`config.mk`:
```
export PLATFORM = sky130hd
export DESIGN_NAME = mem_ctrl
export DESIGN_NICKNAME = d
export VERILOG_FILES = /design/src/rtl/mem_ctrl_pkg.sv /design/src/rtl/mem_ctrl.sv
export SDC_FILE = /design/constraint.sdc
export NUM_CORES = 1
export LEC_CHECK = 0
export BUFFER_PORTS_ARGS = -buffer_cell sky130_fd_sc_hd__buf_2
export CAP_MARGIN = 20
export CORE_MARGIN = 1
export CORE_UTILIZATION = 40
export CTS_BUF_LIST = sky130_fd_sc_hd__clkbuf_4
export CTS_CLUSTER_SIZE = 40
export DETAILED_ROUTE_END_ITERATION = 6
export GPL_ROUTABILITY_DRIVEN = 0
export MAX_ROUTING_LAYER = met4
export PLACE_DENSITY = 0.66
export REMOVE_ABC_BUFFERS = 1
export SYNTH_ARGS = -nofsm -noshare
export SYNTH_HDL_FRONTEND = slang
export SYNTH_SLANG_ARGS = --single-unit
```
`constraint.sdc`:
```
create_clock -name clk_in -period 4.9 [get_ports clk_in]
set_input_delay 0.49 -clock clk_in [delete_from_list [all_inputs] [get_ports clk_in]]
set_output_delay 0.49 -clock clk_in [all_outputs]
set_load 0.01 [all_outputs]
```
`src/rtl/mem_ctrl_pkg.sv`:
```
// mem_ctrl_pkg: encodings shared by the memory controller and its clients.
//   - memory op / length encodings (also used by IF and the MEM stage)
//   - controller state encoding
//   - IO region decode constant (address bits [17:16])
//   - len_to_n(): request length code -> byte count
package mem_ctrl_pkg;

    typedef enum logic [1:0] {
        MEM_NOP   = 2'd0,
        MEM_LOAD  = 2'd1,
        MEM_STORE = 2'd2
    } mem_op_e;

    typedef enum logic [1:0] {
        MEM_BYTE = 2'd0,
        MEM_HALF = 2'd1,
        MEM_WORD = 2'd2
    } mem_len_e;

    typedef enum logic [1:0] {
        ST_IDLE = 2'd0,
        ST_RUN  = 2'd1,
        ST_RESP = 2'd2
    } state_e;

    localparam logic [1:0] IO_REGION = 2'b11;
    localparam int         IO_LSB    = 16;

    // Length code 3 is not a legal encoding; it is treated as a word.
    function automatic logic [2:0] len_to_n(input logic [1:0] len);
        case (len)
            MEM_BYTE: return 3'd1;
            MEM_HALF: return 3'd2;
            default:  return 3'd4;
        endcase
    endfunction

endpackage

```
`src/rtl/mem_ctrl.sv`:
```
// mem_ctrl: serialises one byte/half/word client request onto a byte-wide
// RAM port (little endian), assembles load data and returns a one-cycle
// ready pulse.
//
// Ports:
//   clk_in, rst_in (async, active low), rdy_in (global enable, low = freeze)
//   memctl_op/len/addr/data  : client request (held until memctl_rdy)
//   memctl_rdy, memctl_out   : completion pulse, zero-extended load result
//   mem_din/mem_dout/mem_a/mem_wr : RAM port, read latency RAM_LAT (=1)
//   io_buffer_full           : only with MEMCTL_IO_EN defined
//
// Build option: define MEMCTL_IO_EN to throttle stores to the IO region
// (latched addr[17:16] == 2'b11) on io_buffer_full, with one bubble cycle
// after every IO byte write.
module mem_ctrl
    import mem_ctrl_pkg::*;
#(
    parameter int ADDR_W  = 32,
    parameter int RAM_LAT = 1
) (
    input  logic              clk_in,
    input  logic              rst_in,
    input  logic              rdy_in,
    input  logic [1:0]        memctl_op,
    input  logic [1:0]        memctl_len,
    input  logic [ADDR_W-1:0] memctl_addr,
    input  logic [31:0]       memctl_data,
    output logic              memctl_rdy,
    output logic [31:0]       memctl_out,
    input  logic [7:0]        mem_din,
    output logic [7:0]        mem_dout,
    output logic [ADDR_W-1:0] mem_a,
    output logic              mem_wr
`ifdef MEMCTL_IO_EN
   ,input  logic              io_buffer_full
`endif
);

    generate
        if (RAM_LAT != 1) begin : g_lat_chk
            $error("mem_ctrl: only RAM_LAT == 1 is supported");
        end
    endgenerate

    state_e            state_q, state_d;
    logic [2:0]        k_q, k_d;       // bytes issued so far
    logic [2:0]        n_q, n_d;       // bytes in this request
    logic              ld_q, ld_d;
    logic [ADDR_W-1:0] base_q, base_d;
    logic [31:0]       data_q, data_d;
    logic [31:0]       asm_q, asm_d;   // load assembly, separate so memctl_out
    logic [31:0]       out_q, out_d;   // only changes when a load completes
    logic [2:0]        k_m1;
    logic [4:0]        cap_sh;
    logic              wr;
`ifdef MEMCTL_IO_EN
    logic              io_q, io_d;
    logic              bub_q, bub_d;
`endif

    always_comb begin
        state_d  = state_q;
        k_d      = k_q;
        n_d      = n_q;
        ld_d     = ld_q;
        base_d   = base_q;
        data_d   = data_q;
        asm_d    = asm_q;
        out_d    = out_q;
`ifdef MEMCTL_IO_EN
        io_d     = io_q;
        bub_d    = bub_q;
`endif
        wr       = 1'b0;
        k_m1     = k_q - 3'd1;
        cap_sh   = {k_m1[1:0], 3'b000};
        mem_a    = '0;
        mem_dout = '0;

        case (state_q)
            ST_IDLE: begin
                // Any non-NOP op is latched; only MEM_LOAD reads.
                if (rdy_in && memctl_op != MEM_NOP) begin
                    base_d  = memctl_addr;
                    data_d  = memctl_data;
                    ld_d    = (memctl_op == MEM_LOAD);
                    n_d     = len_to_n(memctl_len);
                    k_d     = 3'd0;
                    asm_d   = '0;
`ifdef MEMCTL_IO_EN
                    io_d    = (memctl_op != MEM_LOAD) &&
                              (memctl_addr[IO_LSB+1:IO_LSB] == IO_REGION);
                    bub_d   = 1'b0;
`endif
                    state_d = ST_RUN;
                end
            end
            ST_RUN: begin
                if (rdy_in) begin
                    if (ld_q) begin
                        // mem_din holds the byte addressed in the previous
                        // cycle; k == n is the trailing capture-only cycle.
                        if (k_q != 3'd0)
                            asm_d = asm_q | ({24'd0, mem_din} << cap_sh);
                        if (k_q == n_q) begin
                            out_d   = asm_d;
                            state_d = ST_RESP;
                        end else begin
                            k_d = k_q + 3'd1;
                        end
                    end
`ifdef MEMCTL_IO_EN
                    else if (io_q) begin
                        if (bub_q) begin
                            bub_d = 1'b0;
                            if (k_q == n_q)
                                state_d = ST_RESP;
                        end else if (!io_buffer_full) begin
                            wr    = 1'b1;
                            k_d   = k_q + 3'd1;
                            bub_d = 1'b1;
                        end
                    end
`endif
                    else begin
                        wr  = 1'b1;
                        k_d = k_q + 3'd1;
                        if (k_q == n_q - 3'd1)
                            state_d = ST_RESP;
                    end
                end

                // While frozen, a load points the RAM back at byte k-1 so
                // its data is on mem_din again when the enable returns.
                if (ld_q && k_q != 3'd0 && (!rdy_in || k_q == n_q))
                    mem_a = base_q + ADDR_W'(k_m1);
                else
                    mem_a = base_q + ADDR_W'(k_q);
                if (wr)
                    mem_dout = 8'(data_q >> {k_q[1:0], 3'b000});
            end
            ST_RESP: begin
                if (rdy_in)
                    state_d = ST_IDLE;
            end
            default: state_d = ST_IDLE;
        endcase
    end

    assign mem_wr     = wr;
    assign memctl_rdy = (state_q == ST_RESP) && rdy_in;
    assign memctl_out = out_q;

    always_ff @(posedge clk_in or negedge rst_in) begin
        if (!rst_in) begin
            state_q <= ST_IDLE;
            k_q     <= '0;
            n_q     <= '0;
            ld_q    <= 1'b0;
            base_q  <= '0;
            data_q  <= '0;
            asm_q   <= '0;
            out_q   <= '0;
`ifdef MEMCTL_IO_EN
            io_q    <= 1'b0;
            bub_q   <= 1'b0;
`endif
        end else begin
            state_q <= state_d;
            k_q     <= k_d;
            n_q     <= n_d;
            ld_q    <= ld_d;
            base_q  <= base_d;
            data_q  <= data_d;
            asm_q   <= asm_d;
            out_q   <= out_d;
`ifdef MEMCTL_IO_EN
            io_q    <= io_d;
            bub_q   <= bub_d;
`endif
        end
    end

endmodule

```
==> flow_summary.json <==
{
  "synth_edf_count": 0,
  "setup-violations-final": 0,
  "vdd_drop_max_mv": 0.263,
  "grt_pass1_vias": 5573,
  "yosysSeqAreaShare_pct": 51.3,
  "cts-root-buf": "clkbuf_4",
  "drt_iter0_drc": 303,
  "clk_pin_slew_worst_paths_ns": 0.13,
  "wl_mm": 16.9,
  "hold_viol_final": 0,
  "vias": 5733,
  "synth.top_cell.area_share_pct": 51.3,
  "num_antenna_cells": 0,
  "drtPass1Iterations": 4,
  "dp.cells": 1057,
  "rows": 46,
  "multi_input_area_mm2": 0.00304,
  "regArea_mm2": 0.00343,
  "worstPathArrival_ns": 4.08,
  "grt_use_total_pct": 21.3,
  "slowest_stage": "or4_1",
  "routedWlPerCell_um": 15.5,
  "drc": 0,
  "layout_commonest_cell": "nand2_1",
  "cts_made_buffers": 17,
  "syn_area_mm2": 0.00668,
  "syn2layout_area_growth_pct": 18.1,
  "synth.distinct_cells": 51,
  "maxCapViolations": 0,
  "ant_nets": 0,
  "grt_max_degree": 91,
  "synth_area_leaders": "dfrtp_1 51%, nand2_1 12%, a21oi_1 6.0%, a22o_1 4.1%, nor2_1 2.9%",
  "syn_area_per_cell_um2": 9.17,
  "crit_buf_inv": 2,
  "maxSlewViolCount": 0,
  "nFillCells": 1597,
  "cp_top_family": "simple AND/OR/NAND/NOR gates",
  "syn_inst": 729,
  "power_per_cell_area_mw_per_mm2": 650,
  "portBuffers": 152,
  "numClockSinks": 137,
  "dieArea_mm2": 0.0172,
  "final_cell_mix": "211 x nand2_1, 151 x buf_2, 137 x dfrtp_1",
  "worst-path-max-fanout": 14,
  "synth_top_area_cell": "dfrtp_1",
  "initial_core_util_pct": 41.5,
  "cts_tree": "yes",
  "insertion_delay_ns": 0.57,
  "status": "completed",
  "critPathKind": "flop to output pin",
  "instances_no_fill": 1090,
  "htree_num_levels": 4,
  "startpoint_type": "flop",
  "fin_util_pct": 49.0,
  "fin_crit_sh_pct": 93.2,
  "async_reset_ff_share_pct": 100,
  "timing.critical_path.cells": "buf_4, xor2_1, or3_1, a21oi_2, xnor2_1, ha_1, fa_1, a21oi_1, or3_4, or4_1, a21oi_1, buf_2",
  "antenna_found_initial": 0,
  "max_slew.worst_pin.slew_ns": 0.985,
  "core-area_mm2": 0.0161,
  "yosys_most_used_dff": "dfrtp_1",
  "holdWs_ns": 0.108,
  "slew_headroom_pct": 34.3,
  "nets": 949,
  "dieWidth_um": 131,
  "dieHeight_um": 131,
  "rsz0062_at_grt": "false",
  "clockBufferDepth": 2,
  "dp_hpwl_mm": 11.3,
  "hp-class": "input port to flop",
  "fmax_ghz": 0.219,
  "crit_top_cell": "a21oi_1",
  "p_leak_nw": 3.88,
  "critical-path-max-stage-delay_ns": 0.53,
  "skew_ns": 0.0229,
  "io_pins": 153,
  "endpoint_kind": "output pin",
  "gr-total-overflow": 0,
  "finalCriticalPeriod_ns": 4.57,
  "drive_gt1_share_pct": 24.7,
  "ys_seq_elements": 137,
  "fin_ws_ns": 0.333,
  "required_ns": 4.41,
  "grt_pass1_wl_mm": 28.4,
  "synth_warnings": 0,
  "place_ws_ns": 0.712,
  "vias_per_cell": 5.26,
  "fin_tns_setup_ns": 0
}
## final timing paths
path                                 start              to  slack [ns]  depth (start not counted)
min reg2reg                     data_q[16]      data_q[16]        0.48                          2
max in group asynchronous           rst_in  memctl_out[28]        3.17                          3
max                                 k_q[0]       mem_a[28]        0.33                         12
min in group asynchronous           rst_in      base_q[30]        0.54                          2
max reg2reg                         k_q[0]       asm_q[12]        2.11                          5
min                        memctl_addr[26]      base_q[26]        0.11                          3
## power by group
| group | switching, mW | leakage, nW | internal [mW] |
|---|---|---|---|
| Clock | 0.441 | 0.112 | 0.198 |
| Sequential | 0.401 | 1.73 | 1.64 |
| Combinational | 1.40 | 2.04 | 1.05 |
| Total | 2.24 | 3.88 | 2.89 |
## sequential cells by signal, summed over array words and instances, names as in the netlist
| signal | flops |
|---|---|
| asm_q | 32 |
| base_q | 32 |
| data_q | 32 |
| k_q | 3 |
| ld_q | 1 |
| memctl_out | 32 |
| n_q | 3 |
| state_q | 2 |
## tightest hold or removal path: stages
cell     delay [ns]
buf_2          0.07
nand2_1        0.04
nand2_1        0.04
## metal layers
| layer | part of all wire (%) | up-vias | global-route usage (%) |
|---|---|---|---|
| met5 | 0 | - | - |
| li1 | - | 2800 | - |
| met2 | 45 | 163 | 31.2 |
| met4 | 1.1 | 0 | 6.27 |
| met3 | 5.3 | 17 | 5.44 |
| met1 | 49 | 2753 | 28.9 |
## final cells by class
type                       instances  area share, %
multi-input combinational        530           38.5
clock inverter                    14           1.30
timing repair buffer             167           11.3
sequential                       137           43.4
tap                              216           3.42
clock buffer                      17           1.62
inverter                           9          0.428
## Yosys cell counts, types with 9 or more instances
library cell    n
a22o_1         31
nor2_1         51
nor2b_1        11
a21oi_1        80
nand2_1       211
dfrtp_1       137
buf_1           9
or4_1          12
o31ai_1        12
xnor2_1        12
clkbuf_1       38
## timing repair
item	in CTS	in global routing
endpoints found under the hold margin	51	0
endpoints found under the setup margin	0	10
gates resized for setup	0	4
hold buffers	1	0
setup buffers	0	0
## stage by stage
step / area (µm²) / total power, mW
3_3_place_gp: 7610 / 4.43
2_1_floorplan: 6460 / 3.60
6_report: 7890 / 5.13
3_5_place_dp: 7620 / 4.50
4_1_cts: 7860 / 5.15
5_1_grt: 7890 / 5.60
## cells by family after synthesis
logic type	count (synthesis)	synth area share [%]
adders and majority gates	8	1.61
and+or+nand+nor	334	22.1
buffers and inverters	62	3.82
DFF	137	51.3
xor gates and xnor gates	19	2.49
AOI/OAI and AO/OA	157	15.4
muxes	12	3.29
No activity file was read; power rests on OpenSTA's default activity.
